### config.mk
export PLATFORM = sky130hd
export DESIGN_NAME = j_bcd_seq_adder
export DESIGN_NICKNAME = d
export VERILOG_FILES = /design/src/rtl/j_bcd_seq_adder.sv
export SDC_FILE = /design/constraint.sdc
export NUM_CORES = 1
export LEC_CHECK = 0
export ABC_AREA = 1
export ABC_CLOCK_PERIOD_IN_PS = 8600
export BUFFER_PORTS_ARGS = -buffer_cell sky130_fd_sc_hd__buf_2
export CAP_MARGIN = 15
export CORE_UTILIZATION = 55
export CTS_CLUSTER_SIZE = 16
export DETAILED_ROUTE_END_ITERATION = 10
export GPL_ROUTABILITY_DRIVEN = 0
export PLACE_DENSITY_LB_ADDON = 0.3
export SLEW_MARGIN = 20
export SYNTH_ARGS = -nofsm -noshare
export SYNTH_HDL_FRONTEND = slang
export SYNTH_SLANG_ARGS = --single-unit
### constraint.sdc
create_clock -name clk -period 8.6 [get_ports clk]
set_input_delay 0.43 -clock clk [delete_from_list [all_inputs] [get_ports clk]]
set_output_delay 0.43 -clock clk [all_outputs]
set_load 0.005 [all_outputs]
### src/rtl/j_bcd_seq_adder.sv
// Sequential packed-BCD adder: one decimal digit per clock, least significant first.
// Operands are captured on start, digits ripple through a single BCD digit adder,
// and the result registers update once, when the FSM leaves RUN.
module j_bcd_seq_adder #(
  parameter int NDIGITS = 4
) (
  input  logic                   clk,
  input  logic                   rst_n,
  input  logic                   start,
  input  logic [4*NDIGITS-1:0]   a,
  input  logic [4*NDIGITS-1:0]   b,
  input  logic                   cin,
  output logic                   ready,
  output logic                   busy,
  output logic                   done,
  output logic [4*NDIGITS-1:0]   sum,
  output logic                   cout,
  output logic                   err
);

  localparam int W  = 4 * NDIGITS;
  localparam int IW = (NDIGITS > 1) ? $clog2(NDIGITS) : 1;
  localparam logic [IW-1:0] LAST_IDX = IW'(NDIGITS - 1);

  typedef enum logic [1:0] {IDLE, RUN, DONE} state_t;

  state_t          state, state_nxt;
  logic [W-1:0]    a_q, b_q;      // operands captured at acceptance
  logic [W-1:0]    acc;           // result digits built up during RUN
  logic            carry;         // decimal carry between digits
  logic            err_acc;       // any captured digit above 9 so far
  logic [IW-1:0]   idx;           // digit currently being added
  logic            last_q;        // all digits processed, publish next edge

  logic [3:0]      da, db, dig;
  logic [4:0]      s;
  logic            dc;

  // State register.
  // NOTE: sequential state uses non-blocking (<=) so every flop samples pre-edge values.
  always_ff @(posedge clk or negedge rst_n) begin
    if (!rst_n) state <= IDLE;
    else        state <= state_nxt;
  end

  // Next-state decode and handshake outputs.
  // NOTE: every always_comb output gets a default first so no path can infer a latch.
  always_comb begin
    state_nxt = state;
    ready     = 1'b0;
    busy      = 1'b0;
    done      = 1'b0;
    unique case (state)
      IDLE: begin
        ready = 1'b1;
        if (start) state_nxt = RUN;
      end
      RUN: begin
        busy = 1'b1;
        if (last_q) state_nxt = DONE;
      end
      DONE: begin
        done      = 1'b1;
        state_nxt = IDLE;
      end
      default: state_nxt = IDLE;
    endcase
  end

  // Single BCD digit adder with decimal correction; valid for any 5-bit binary sum.
  always_comb begin
    da  = a_q[4*int'(idx) +: 4];
    db  = b_q[4*int'(idx) +: 4];
    s   = {1'b0, da} + {1'b0, db} + {4'b0000, carry};
    dig = s[3:0];
    dc  = 1'b0;
    if (s > 5'd9) begin
      dig = s[3:0] + 4'd6;  // (s + 6) mod 16, since 16 mod 16 is 0
      dc  = 1'b1;
    end
  end

  // Datapath: capture operands, step through digits, publish result on RUN->DONE.
  // NOTE: the datapath registers are reset too, so an aborted operation leaves no residue.
  always_ff @(posedge clk or negedge rst_n) begin
    if (!rst_n) begin
      a_q     <= '0;
      b_q     <= '0;
      acc     <= '0;
      carry   <= 1'b0;
      err_acc <= 1'b0;
      idx     <= '0;
      last_q  <= 1'b0;
      sum     <= '0;
      cout    <= 1'b0;
      err     <= 1'b0;
    end else begin
      if (state == IDLE && start) begin
        a_q     <= a;
        b_q     <= b;
        carry   <= cin;
        acc     <= '0;
        err_acc <= 1'b0;
        idx     <= '0;
        last_q  <= 1'b0;
      end else if (state == RUN && !last_q) begin
        acc[4*int'(idx) +: 4] <= dig;
        carry   <= dc;
        err_acc <= err_acc | (da > 4'd9) | (db > 4'd9);
        if (idx == LAST_IDX) last_q <= 1'b1;
        else                 idx    <= idx + IW'(1);
      end else if (state == RUN && last_q) begin
        sum  <= acc;
        cout <= carry;
        err  <= err_acc;
      end
    end
  end

endmodule

=== Word-level counts from Yosys, hierarchy flattened ===
Cells that the tools add are included.

* Register bits after elaboration: 73
* Input port bits: 36
* Output and inout bits: 21

* $add $sub $neg: 5
* Magnitude comparators: 3
* Eq/ne operators: 6
* Shift operators: 4
* Muxes and demuxes: 21
* Bitwise logic cells: 4
* Reductions and logical operators: 11

{| class="wikitable"
|+ Operators with widths
! kind !! number
|-
| negation 4 -> 33 bit || 1
|-
| variable shift 4 x 33 -> 16 bit, first input constant || 1
|-
| variable part select 4 x 33 -> 16 bit || 1
|-
| 2-to-1 mux 16 bit || 2
|-
| variable part select 16 x 5 -> 4 bit || 2
|-
| bitwise mux 16 bit || 1
|-
| 2-to-1 mux 1 bit || 11
|-
| 2-to-1 mux 2 bit || 5
|-
| > comparator 4 bit, second input constant || 2
|-
| inequality test 2 bit, second input constant || 3
|-
| AND reduction 2 bit || 3
|-
| adder 4 x 4 -> 5 bit || 1
|-
| adder 5 x 1 -> 5 bit || 1
|-
| > comparator 5 x 4 -> 1 bit, second input constant || 1
|-
| adder 4 x 3 -> 4 bit, second input constant || 1
|-
| equality test 2 bit, second input constant || 2
|-
| 2-to-1 mux 4 bit || 1
|-
| case mux 2 bit (2 select lines) || 1
|-
| nonzero test 2 bit || 2
|-
| logical AND 1 bit || 3
|-
| AND reduction 3 bit || 1
|-
| adder 2 x 1 -> 2 bit, second input constant || 1
|-
| equality test 2 x 1 -> 1 bit, second input constant || 1
|-
| zero test 2 bit || 1
|-
| 3 further kinds || 5
|}

=== Longest topological paths before layout ===
Gate-level depths: netlist (run 1).

* Depth after elaboration: 9
* Gate-level depth with buffers: 20
* Depth with buffers taken out: 19

=== Worst setup path before layout (run 1) ===
OpenSTA, ideal clock, no wires.

* Kind: reg-to-reg
* From: reg idx[0]
* To: reg acc[9]
* Library setup time: 0.120 ns
* Data arrival time: 2.739 ns
* Slack: 5.741 ns
* Stages on the path, launching flop included: 17
* Clock period less this slack: 2.859 ns
* Cells stage by stage: dfrtp_1 -> buf_6 -> buf_4 -> o21ai_0 -> o22ai_1 -> fa_1 -> fa_1 -> inv_1 -> ha_1 -> inv_1 -> nor2_1 -> a21oi_2 -> nand2_2 -> nand3_1 -> nand2_2 -> nand3_1 -> o21ai_2

* Longest elaborated chain between the ends: 9
* Elaborated cells between the ends (all ways): 13
* Classes of those cells: add/sub (4); order compare (1); shift (4); mux (4)

{| class="wikitable"
|+ Ends and longest elaborated chain
! element !! RTL line !! source
|-
| from (decl) || 32 || <nowiki>logic [IW-1:0] idx;</nowiki>
|-
| from (signal assigned) || 111 || <nowiki>else idx <= idx + IW'(1);</nowiki>
|-
| variable part select 16 x 5 -> 4 bit (on tied branches) || 72, 73 ||
|-
| adder 4 x 4 -> 5 bit || 74 || <nowiki>s = {1'b0, da} + {1'b0, db} + {4'b0000, carry};</nowiki>
|-
| adder 5 x 1 -> 5 bit || 74 ||
|-
| adder 4 x 3 -> 4 bit / > comparator 5 x 4 -> 1 bit (equally long branches) || 78, 77 ||
|-
| 2-to-1 mux 4 bit || 77 || <nowiki>if (s > 5'd9) begin</nowiki>
|-
| variable part select 4 x 33 -> 16 bit || 107 || <nowiki>acc[4*int'(idx) +: 4] <= dig;</nowiki>
|-
| bitwise mux 16 bit (*) || 107 ||
|-
| 2-to-1 mux 16 bit (*) || 106 || <nowiki>end else if (state == RUN && !last_q) begin</nowiki>
|-
| 2-to-1 mux 16 bit (*) || 98 || <nowiki>if (state == IDLE && start) begin</nowiki>
|-
| to (signal, indexed assignment) || 107 ||
|-
| to (decl) || 29 || <nowiki>logic [W-1:0] acc;</nowiki>
|}

Mark *: on every way between the ends. The rest lies on a longest branch, timed or not. The select of a mux whose other input is x is not followed.
A chain may end at the register's enable or synchronous reset.

=== Worst setup path after layout (run 1) ===
* From: reg idx[0]
* To: reg acc[10]

Same word-level chain as after synthesis.

==> results of run 1 <==
-- layout make-up --
class | instances | area [um2] | share of cell area
Timing Repair Buffer | 57 | 287.8 | 0.06999
Clock inverter | 6 | 137.6 | 0.03348
Clock buffer | 10 | 137.6 | 0.03348
Inverter | 47 | 181.4 | 0.04413
Multi-Input combinational cell | 294 | 1446 | 0.3518
Tap cell | 75 | 93.84 | 0.02282
Sequential cell | 73 | 1827 | 0.4443
-- layout by cell type, fill, tap and decap left out, types with 4 or more instances in the layout --
| master | n |
|---|---|
| a21oi_1 | 6 |
| buf_2 | 56 |
| dfrtp_1 | 73 |
| nand2_1 | 164 |
| nor2_1 | 20 |
| bufinv_16 | 4 |
| clkbuf_8 | 10 |
| inv_1 | 41 |
| nand2_2 | 10 |
| inv_2 | 4 |
| o21ai_0 | 29 |
| o21ai_1 | 6 |
| nand3_1 | 20 |
| nand4_1 | 7 |
| ha_1 | 8 |
| o22ai_1 | 7 |
-- flip-flops by register name, summed over array words and instances, names as in the netlist --
signal	flops
a_q	16
acc	16
b_q	16
sum	16
idx	2
state	2
carry	1
cout	1
err	1
err_acc	1
last_q	1
-- cells in the mapped netlist, types with 2 or more instances --
library cell	number
clkbuf_1	2
inv_2	4
ha_1	8
o21ai_0	29
o21ai_1	6
buf_6	3
o21ai_2	2
a21oi_1	6
buf_2	6
nand4_1	7
o22ai_2	2
buf_4	5
inv_1	41
nor2_1	20
nand2_2	10
o22ai_1	7
dfrtp_1	73
nand2_1	164
fa_1	2
o21bai_1	2
nand3_1	20
-- worst max path at each step --
stage / from / endpoint / cells after the start
floorplan: idx[0]$_DFFE_PN0P_ / acc[9]$_DFFE_PN0P_ / 16
global placement: idx[0]$_DFFE_PN0P_ / acc[14]$_DFFE_PN0P_ / 16
detailed placement: idx[0]$_DFFE_PN0P_ / acc[13]$_DFFE_PN0P_ / 16
CTS: idx[0]$_DFFE_PN0P_ / acc[10]$_DFFE_PN0P_ / 16
global route: idx[0]$_DFFE_PN0P_ / acc[14]$_DFFE_PN0P_ / 16
finish: idx[0]$_DFFE_PN0P_ / acc[10]$_DFFE_PN0P_ / 16
-- metrics by stage --
step	hold slack (ns)	cells	instance area (um2)
floorplan	0.1344	430	3563
global placement	0.4576	546	3836
CTS	0.2659	562	4111
finish	0.2670	562	4111
detailed placement	0.4609	546	3836
global route	0.2721	562	4111
-- per-layer routing --
layer	track usage	routed length [um]	up-vias
met1	0.2929	3218	1323
met2	0.4430	3797	85
met5	0	0	-
met4	0.1103	149	0
met3	0.04066	319	17
li1	-	-	1456
-- cells by family after synthesis --
kind of cell	after synthesis
flops	73
compound gates	56
simple gates	228
buf+inv	63
fa+ha+maj	10
==> impl_metrics.ini, run 1 <==
[status]
status = finished, final reports clean

[yosys]
yosys.area.top_type_share = 0.5126
synth_adder_area_share = 0.03933
synthArstFlopShare = 1.000
synth_ff_type = dfrtp_1
ys_types = 32
synth_top_family_by_area = simple AND/OR/NAND/NOR gates
syn_avg_cell_area_um2 = 8.287
synth-seq-area-share = 0.5126
synth_cells = 430
synth_fp_nets = 476
synth_edf_count = 0
yosysWarnings = 0
ys_seq_elements = 73
synth-xor-area-share = 0
synthTopCellsByArea = dfrtp_1, nand2_1, inv_1
synth_top_area_cell = dfrtp_1
synthMuxAreaShare = 0
syn_area_um2 = 3563
synth_compound_area_frac = 0.09305
yosys.area_share.simple = 0.2735

[worst_setup_path]
crit_arrival_ns = 4.20
crit_chain = clkinv_4 -> o21ai_0 -> o22ai_1 -> fa_1 -> fa_1 -> inv_1 -> ha_1 -> inv_1 -> nor2_1 -> a21oi_2 -> nand2_2 -> nand2_4 -> nand2_2 -> nand2_2 -> nand3_1 -> o21ai_1
cp_common_cell = nand2_2
cp_max_fo = 29
crit_buf_inv = 3
rr_worst_depth = 16
setup.worst_path.end_class = flip-flop
r2r-end = acc[10]$_DFFE_PN0P_
path_class = reg -> reg
cpPeakStageDelay_ns = 1.02
crit_family = adder cells
cp.required_ns = 8.87
rrSetupSlack_ns = 4.66
cp_slowest_cell = dfrtp_1
reg2reg_from = idx[0]$_DFFE_PN0P_
cp-start-kind = flip-flop

[timing]
rsz0062_at_grt = no
setup_viol = 0
final.min_clock_period_ns = 3.936
worst_slack_ns = 4.664
maxSlewHeadroom = 0.3209
finalMaxSlewViolations = 0
setup_tns_ns = 0
max_freq_mhz = 254.1
tightest_slew_ns = 1.019
finClkSkew_ns = 0.008176
finalHoldViolCount = 0
min_period_over_period = 0.4577

[placement]
dp_hpwl_mm = 5.091
port_buffers = 56
place_ws_ns = 4.783

[clocking]
cts_tree = yes
postCtsHoldBufs = 0
cts_max_path_buffers = 2
insertion_delay_ns = 0.35
path_clk_slew_ns = 0.07
htreeDepth = 3
cts_setup_buffers = 0
cts_resized = 0
root_buffer = clkbuf_8
cts.sinks = 73
cts_made_buffers = 9

[global_routing]
grt-ovfl-total = 0
grt_usage = 0.2480
grt_pass1_vias = 2857
grt_pass1_wl_mm = 12.52
grt_antenna_before_repair = 0
grt_max_degree = 74

[floorplanning]
start_util = 0.5846
die_height_um = 82.49
die_w_um = 82.49
io_pins = 57
dieArea_um2 = 6805
std_cell_rows = 28
core-area_um2 = 6096

[route]
avgRoutedWirePerCell_um = 13.32
drc = 0
ant_nets = 0
routed_via_density = 5.126
firstDrtPassIters = 5
drt_wl_total_mm = 7.484
via_count = 2881
drtIter0Drc = 206

[cells_and_area]
fill_cells = 531
antennaDiodeCount = 0
final_nets = 528
utilization = 0.6745
final_layout_size_suffix_gt1_frac = 0.2074
area_growth_syn_to_layout_pct = 15.38

[hold_path]
hold_class = in -> async

[job]
maxCapViolations = 0
Power of run 1 is not shown: default switching activity piles up to over one toggle a cycle in this logic, so the estimate is an artifact.
==> run 2, diff against run 1 <==
- ABC_AREA: 1 -> 0
- ABC_CLOCK_PERIOD_IN_PS: 8600 -> 3700
- clock period: 8.6 -> 3.7 ns (I/O delays scaled with it)
==> run 2 against run 1 <==
Net effect: utilization decreased by 0.72 points; critical path depth decreased by 6; register-to-register slack got worse by 4.4 ns; maximum frequency increased by 13%; first-iteration DRC count decreased by 8.7%; area after synthesis decreased by 6.1%; hold slack got worse by 0.23 ns; clock-buffer cell count increased by 3.
==> impl_metrics.ini, run 2 <==
[timing]
finalHoldViolCount = 0
tightest_slew_ns = 1.040
final.min_clock_period_ns = 3.478
setup_tns_ns = 0
max_freq_mhz = 287.5
finClkSkew_ns = 0.005746
setup_viol = 0
min_period_over_period = 0.9400
maxSlewHeadroom = 0.3048
finalMaxSlewViolations = 0
rsz0062_at_grt = no

[yosys]
ys_types = 44
syn_area_um2 = 3344
synthTopCellsByArea = dfrtp_1, nand2_1, mux4_2
synthArstFlopShare = 1.000
ys_seq_elements = 73
synth_cells = 325
synth_edf_count = 0
synthTopCellsByCount = nand2_1, dfrtp_1, mux2_2, o21ai_0, inv_1
synth_ff_type = dfrtp_1
yosysWarnings = 0
synth-seq-area-share = 0.5462
synth_fp_nets = 371
synth_top_area_cell = dfrtp_1
yosysMostFrequentCell = nand2_1
yosys.area.top_type_share = 0.5462
syn_avg_cell_area_um2 = 10.29

[placement]
place_inst = 448
port_buffers = 56
dp_hpwl_mm = 4.770

[clocking]
htreeDepth = 3
cts_tree = yes
cts_max_path_buffers = 2
cts_setup_buffers = 0
cts_made_buffers = 9
cts.sinks = 73
insertion_delay_ns = 0.33
path_clk_slew_ns = 0.07
root_buffer = clkbuf_8

[hold_path]
min_to = b_q[14]$_DFFE_PN0P_
worstHoldStart = b[14]
hold_class = in -> reg
whs_path_depth = 3

[status]
status = finished, final reports clean

[job]
maxCapViolations = 0

[route]
drc = 0
drtIter0Drc = 188
drt_wl_total_mm = 6.479
firstDrtPassIters = 4
routed_via_density = 5.390
ant_nets = 0
via_count = 2501
avgRoutedWirePerCell_um = 13.96

[worst_setup_path]
crit_arrival_ns = 3.69
crit_family = adder cells
setup.worst_path.end_class = flip-flop
path_class = reg -> reg
rr_worst_depth = 10
cp.required_ns = 3.91
cpPeakStageDelay_ns = 0.53
rrSetupSlack_ns = 0.22
cp-start-kind = flip-flop
reg2reg_from = idx[0]$_DFFE_PN0P_
r2r-end = acc[14]$_DFFE_PN0P_
crit_chain = mux4_2 -> fa_1 -> fa_1 -> xor2_1 -> inv_1 -> ha_1 -> nor2b_1 -> o311ai_0 -> o221a_2 -> o22ai_2
cp_slowest_cell = mux4_2
cp_max_fo = 5
cp_common_cell = fa_1
crit_buf_inv = 1

[power]
p_per_area_nw_per_um2 = 1142
p_clk_frac = 0.147
power_frac_comb = 0.556
peakVddDrop_mv = 0.7726
seq_power_share = 0.297
p_int_w = 0.002607
switchingPower_w = 0.001879
cellLeakagePower_nw = 2.062
sw_frac_of_total = 0.4189

[cells_and_area]
utilization = 0.6673
final_common_cell = nand2_1
finalNonFillerCells = 464
final_nets = 431
antennaDiodeCount = 0
final_layout_size_suffix_gt1_frac = 0.2802
mostFrequentLayoutCells = nand2_1, dfrtp_1, buf_2
area_growth_syn_to_layout_pct = 17.43

[floorplanning]
std_cell_rows = 28
io_pins = 57
die_height_um = 79.98
core-area_um2 = 5886
die_w_um = 79.98
dieArea_um2 = 6397
start_util = 0.5682

[global_routing]
grt_usage = 0.2309
grt_max_degree = 40
grt-ovfl-total = 0
grt_pass1_vias = 2411
grt_antenna_before_repair = 0
grt_pass1_wl_mm = 11.09
==> run 2: worst reg2reg max path, cell delays in order (launching register included) <==
cell      delay, ns
dfrtp_2        0.44
mux4_2         0.53
fa_1           0.45
fa_1           0.41
xor2_1         0.26
inv_1          0.08
ha_1           0.23
nor2b_1        0.18
o311ai_0       0.36
o221a_2        0.33
o22ai_2        0.08
==> run 2: routing by layer <==
metal	vias to the layer above	GRT usage	wire length, um
li1	1215	-	-
met3	13	0.04686	253
met4	0	0.09107	110
met2	75	0.3650	3125
met5	-	0	0
met1	1198	0.3137	2989
==> run 2: layout make-up <==
cell class | instances | area, um2
well taps | 75 | 93.84
inverters | 12 | 45.04
clock buffers | 13 | 178.9
fillers | 485 | 1958
multi-input cells | 228 | 1426
clock inverters | 2 | 35.03
repair buffers | 61 | 320.3
flip-flops and latches | 73 | 1828
==> run 2: per-stage QoR <==
step	power [W]	hold WS, ns	setup slack [ns]	instance area (um2)
CTS	0.004469	0.02446	0.1201	3921
global placement	0.003668	0.2886	0.2687	3697
global route	0.004872	0.03977	0.02063	3928
finish	0.004486	0.03718	0.2218	3928
floorplan	0.003139	-0.1106	0.1528	3344
detailed placement	0.003798	0.2899	0.1480	3697
==> run 2: repair_timing <==
| action | 4_1_cts | 5_1_grt |
|---|---|---|
| endpoints found under the hold margin | 34 | 0 |
| setup endpoints to repair | 0 | 8 |
| hold buffers | 1 | 0 |
| resized for setup | 0 | 2 |
==> run 2: cells by family (layout without fill, tap and decap cells) <==
family	Yosys count	in the layout	synth area share
xor+xnor	2	2	0.005239
fa+ha+maj	10	10	0.04190
mux	24	24	0.1074
buf+inv	24	88	0.02880
simple gates	149	149	0.1859
compound gates	43	43	0.08455
flops	73	73	0.5462
==> run 2: power groups by stage <==
stage | sequential, W | clock [W] | combinational [W]
floorplan | 0.00130 | 0 | 0.00184
global placement | 0.00134 | 0 | 0.00233
detailed placement | 0.00135 | 0 | 0.00245
CTS | 0.00134 | 0.000668 | 0.00247
global route | 0.00138 | 0.000697 | 0.00280
finish | 0.00133 | 0.000658 | 0.00250
==> run 2: worst max-delay path by stage <==
stage	from	endpoint	slack (ns)	cells after the start
detailed placement	idx[0]$_DFFE_PN0P_	acc[13]$_DFFE_PN0P_	0.15	11
global placement	idx[0]$_DFFE_PN0P_	acc[14]$_DFFE_PN0P_	0.27	10
finish	idx[0]$_DFFE_PN0P_	acc[14]$_DFFE_PN0P_	0.22	10
CTS	idx[0]$_DFFE_PN0P_	acc[5]$_DFFE_PN0P_	0.12	11
floorplan	idx[0]$_DFFE_PN0P_	acc[14]$_DFFE_PN0P_	0.15	11
global route	idx[0]$_DFFE_PN0P_	acc[6]$_DFFE_PN0P_	0.02	10
No activity file was read; power rests on OpenSTA's default activity.
==> run 3, diff against run 2 <==
- BUFFER_PORTS_ARGS: -buffer_cell sky130_fd_sc_hd__buf_2 -> -buffer_cell sky130_fd_sc_hd__buf_4
- CTS_BUF_LIST: default -> sky130_fd_sc_hd__clkbuf_8
==> run 3 against run 2 <==
Net effect: via count shrank 0.32%; clock-buffer cell count down 2; routed wire length rose by 1.9%; die area unchanged; hold slack got worse by 0.020 ns; non-clock buffer count decreased by 1; worst setup slack improved by 0.026 ns; register-to-register slack better by 0.03 ns; clock power is 17% lower; total power fell by 0.31%; largest cell class unchanged.
==> impl_metrics.ini, run 3 (synthesized netlist as in run 2, its figures left out) <==
[power]
p_int_w = 0.002574
seq_power_share = 0.300
p_clk_frac = 0.122
power_frac_comb = 0.578
cellLeakagePower_nw = 2.081
sw_frac_of_total = 0.4244
switchingPower_w = 0.001898
p_per_area_nw_per_um2 = 1110
peakVddDrop_mv = 0.7546

[floorplanning]
dieArea_um2 = 6397
std_cell_rows = 28
start_util = 0.5682
die_height_um = 79.98
die_w_um = 79.98
core-area_um2 = 5886
io_pins = 57

[placement]
placed_area_um2 = 3830
port_buffers = 56
dp_hpwl_mm = 4.726

[worst_setup_path]
r2r-end = acc[14]$_DFFE_PN0P_
cp-start-kind = flip-flop
path_class = reg -> reg
cp_common_cell = fa_1
crit_arrival_ns = 3.72
setup.worst_path.end_class = flip-flop
crit_chain = mux4_2 -> fa_1 -> fa_1 -> xor2_2 -> inv_1 -> ha_1 -> nor2b_1 -> or3_1 -> o221a_2 -> o22ai_2
cp.required_ns = 3.97
rr_worst_depth = 10
cp_slowest_cell = mux4_2
cpPeakStageDelay_ns = 0.53
crit_buf_inv = 1
reg2reg_from = idx[0]$_DFFE_PN0P_
rrSetupSlack_ns = 0.25
cp_max_fo = 5
crit_family = adder cells

[global_routing]
grt_usage = 0.2321
grt_antenna_before_repair = 0
grt_pass1_wl_mm = 11.21
grt-ovfl-total = 0
grt_max_degree = 74
grt_pass1_vias = 2428

[cells_and_area]
design_area_um2 = 4030
final_common_cell = nand2_1
final_nets = 430
antennaDiodeCount = 0
area_growth_syn_to_layout_pct = 20.50
fill_cells = 454
final_layout_size_suffix_gt1_frac = 0.2802
mostFrequentLayoutCells = nand2_1, dfrtp_1, buf_4

[hold_path]
hold_class = in -> reg
worstHoldStart = b[14]
min_to = b_q[14]$_DFFE_PN0P_
whs_path_depth = 3

[clocking]
cts_setup_buffers = 0
root_buffer = clkbuf_8
cts_tree = yes
cts_max_path_buffers = 2
cts_made_buffers = 9
insertion_delay_ns = 0.35
htreeDepth = 3
cts.sinks = 73
path_clk_slew_ns = 0.08

[timing]
tightest_slew_ns = 0.8971
setup_viol = 0
maxSlewHeadroom = 0.4019
min_period_over_period = 0.9330
rsz0062_at_grt = no
finalHoldViolCount = 0
final.min_clock_period_ns = 3.452
finalMaxSlewViolations = 0
setup_tns_ns = 0
finClkSkew_ns = 0.009335
max_freq_mhz = 289.7

[status]
status = finished, final reports clean

[job]
maxCapViolations = 0

[route]
ant_nets = 0
drt_wl_total_mm = 6.601
drtIter0Drc = 242
drc = 0
via_count = 2493
routed_via_density = 5.373
avgRoutedWirePerCell_um = 14.23
firstDrtPassIters = 5
run 3: cell types whose count changed in the layout (fill, tap and decap cells not counted):
cell       before  now
buf_4           4   59
bufinv_16       1    0
clkbuf_8       13   11
nand2_2         0    1
clkinv_2        1    3
xor2_1          1    0
nand2_1       120  119
inv_1          12   14
xor2_2          0    1
buf_2          56    0
run 3: timing repair:
action / in CTS / in global routing
endpoints found under the setup margin: 0 / 9
gates resized for setup: 0 / 3
endpoints found under the hold margin: 11 / 0
hold buffers: 1 / 0
run 3: power groups by stage:
stage / sequential, W / clock, W / combinational, W
after floorplan: 0.00130 / 0 / 0.00184
final: 0.00134 / 0.000544 / 0.00259
after global routing: 0.00138 / 0.000584 / 0.00287
after CTS: 0.00134 / 0.000551 / 0.00251
after global placement: 0.00134 / 0 / 0.00237
after detailed placement: 0.00136 / 0 / 0.00250
run 3: worst max path at each step:
stage	start	to	cells past startpoint	slack (ns)
after detailed placement	idx[0]$_DFFE_PN0P_	acc[14]$_DFFE_PN0P_	10	0.14
after global routing	idx[0]$_DFFE_PN0P_	acc[14]$_DFFE_PN0P_	10	0.07
after global placement	idx[0]$_DFFE_PN0P_	acc[14]$_DFFE_PN0P_	10	0.27
final	idx[0]$_DFFE_PN0P_	acc[14]$_DFFE_PN0P_	10	0.25
after floorplan	idx[0]$_DFFE_PN0P_	acc[14]$_DFFE_PN0P_	11	0.15
after CTS	idx[0]$_DFFE_PN0P_	acc[14]$_DFFE_PN0P_	10	0.12
run 3: final cells by class:
cell class,instances,area [um2],area share
sequential,73,1828,0.4536
clock inverter,5,22.52,0.005588
timing repair buffer,60,452.9,0.1124
tap,75,93.84,0.02328
clock buffer,11,151.4,0.03757
inverter,12,45.04,0.01118
multi-input combinational,228,1436,0.3564
run 3: per-stage QoR:
stage | util | setup slack (ns) | hold WS, ns | power [W] | instances
3_3_place_gp | 0.6507 | 0.2732 | 0.3583 | 0.003718 | 447
6_report | 0.6847 | 0.2479 | 0.01747 | 0.004472 | 464
3_5_place_dp | 0.6507 | 0.1366 | 0.3646 | 0.003854 | 447
2_1_floorplan | - | 0.1528 | -0.1106 | 0.003139 | 325
5_1_grt | 0.6847 | 0.07406 | 0.03718 | 0.004842 | 464
4_1_cts | 0.6820 | 0.1182 | 0.01848 | 0.004409 | 464
run 3: routing by layer:
layer	vias to the layer above	global-route usage	share of wire
met3	14	0.04343	0.052
met4	0	0.1125	0.023
met2	74	0.3590	0.48
met5	-	0	0
li1	1201	-	-
met1	1204	0.3157	0.45
run 3: tightest hold or removal path: cells and delay by family:
kind / cells / cell delay, ns
simple gates: 2 / 0.08
buf+inv: 1 / 0.07
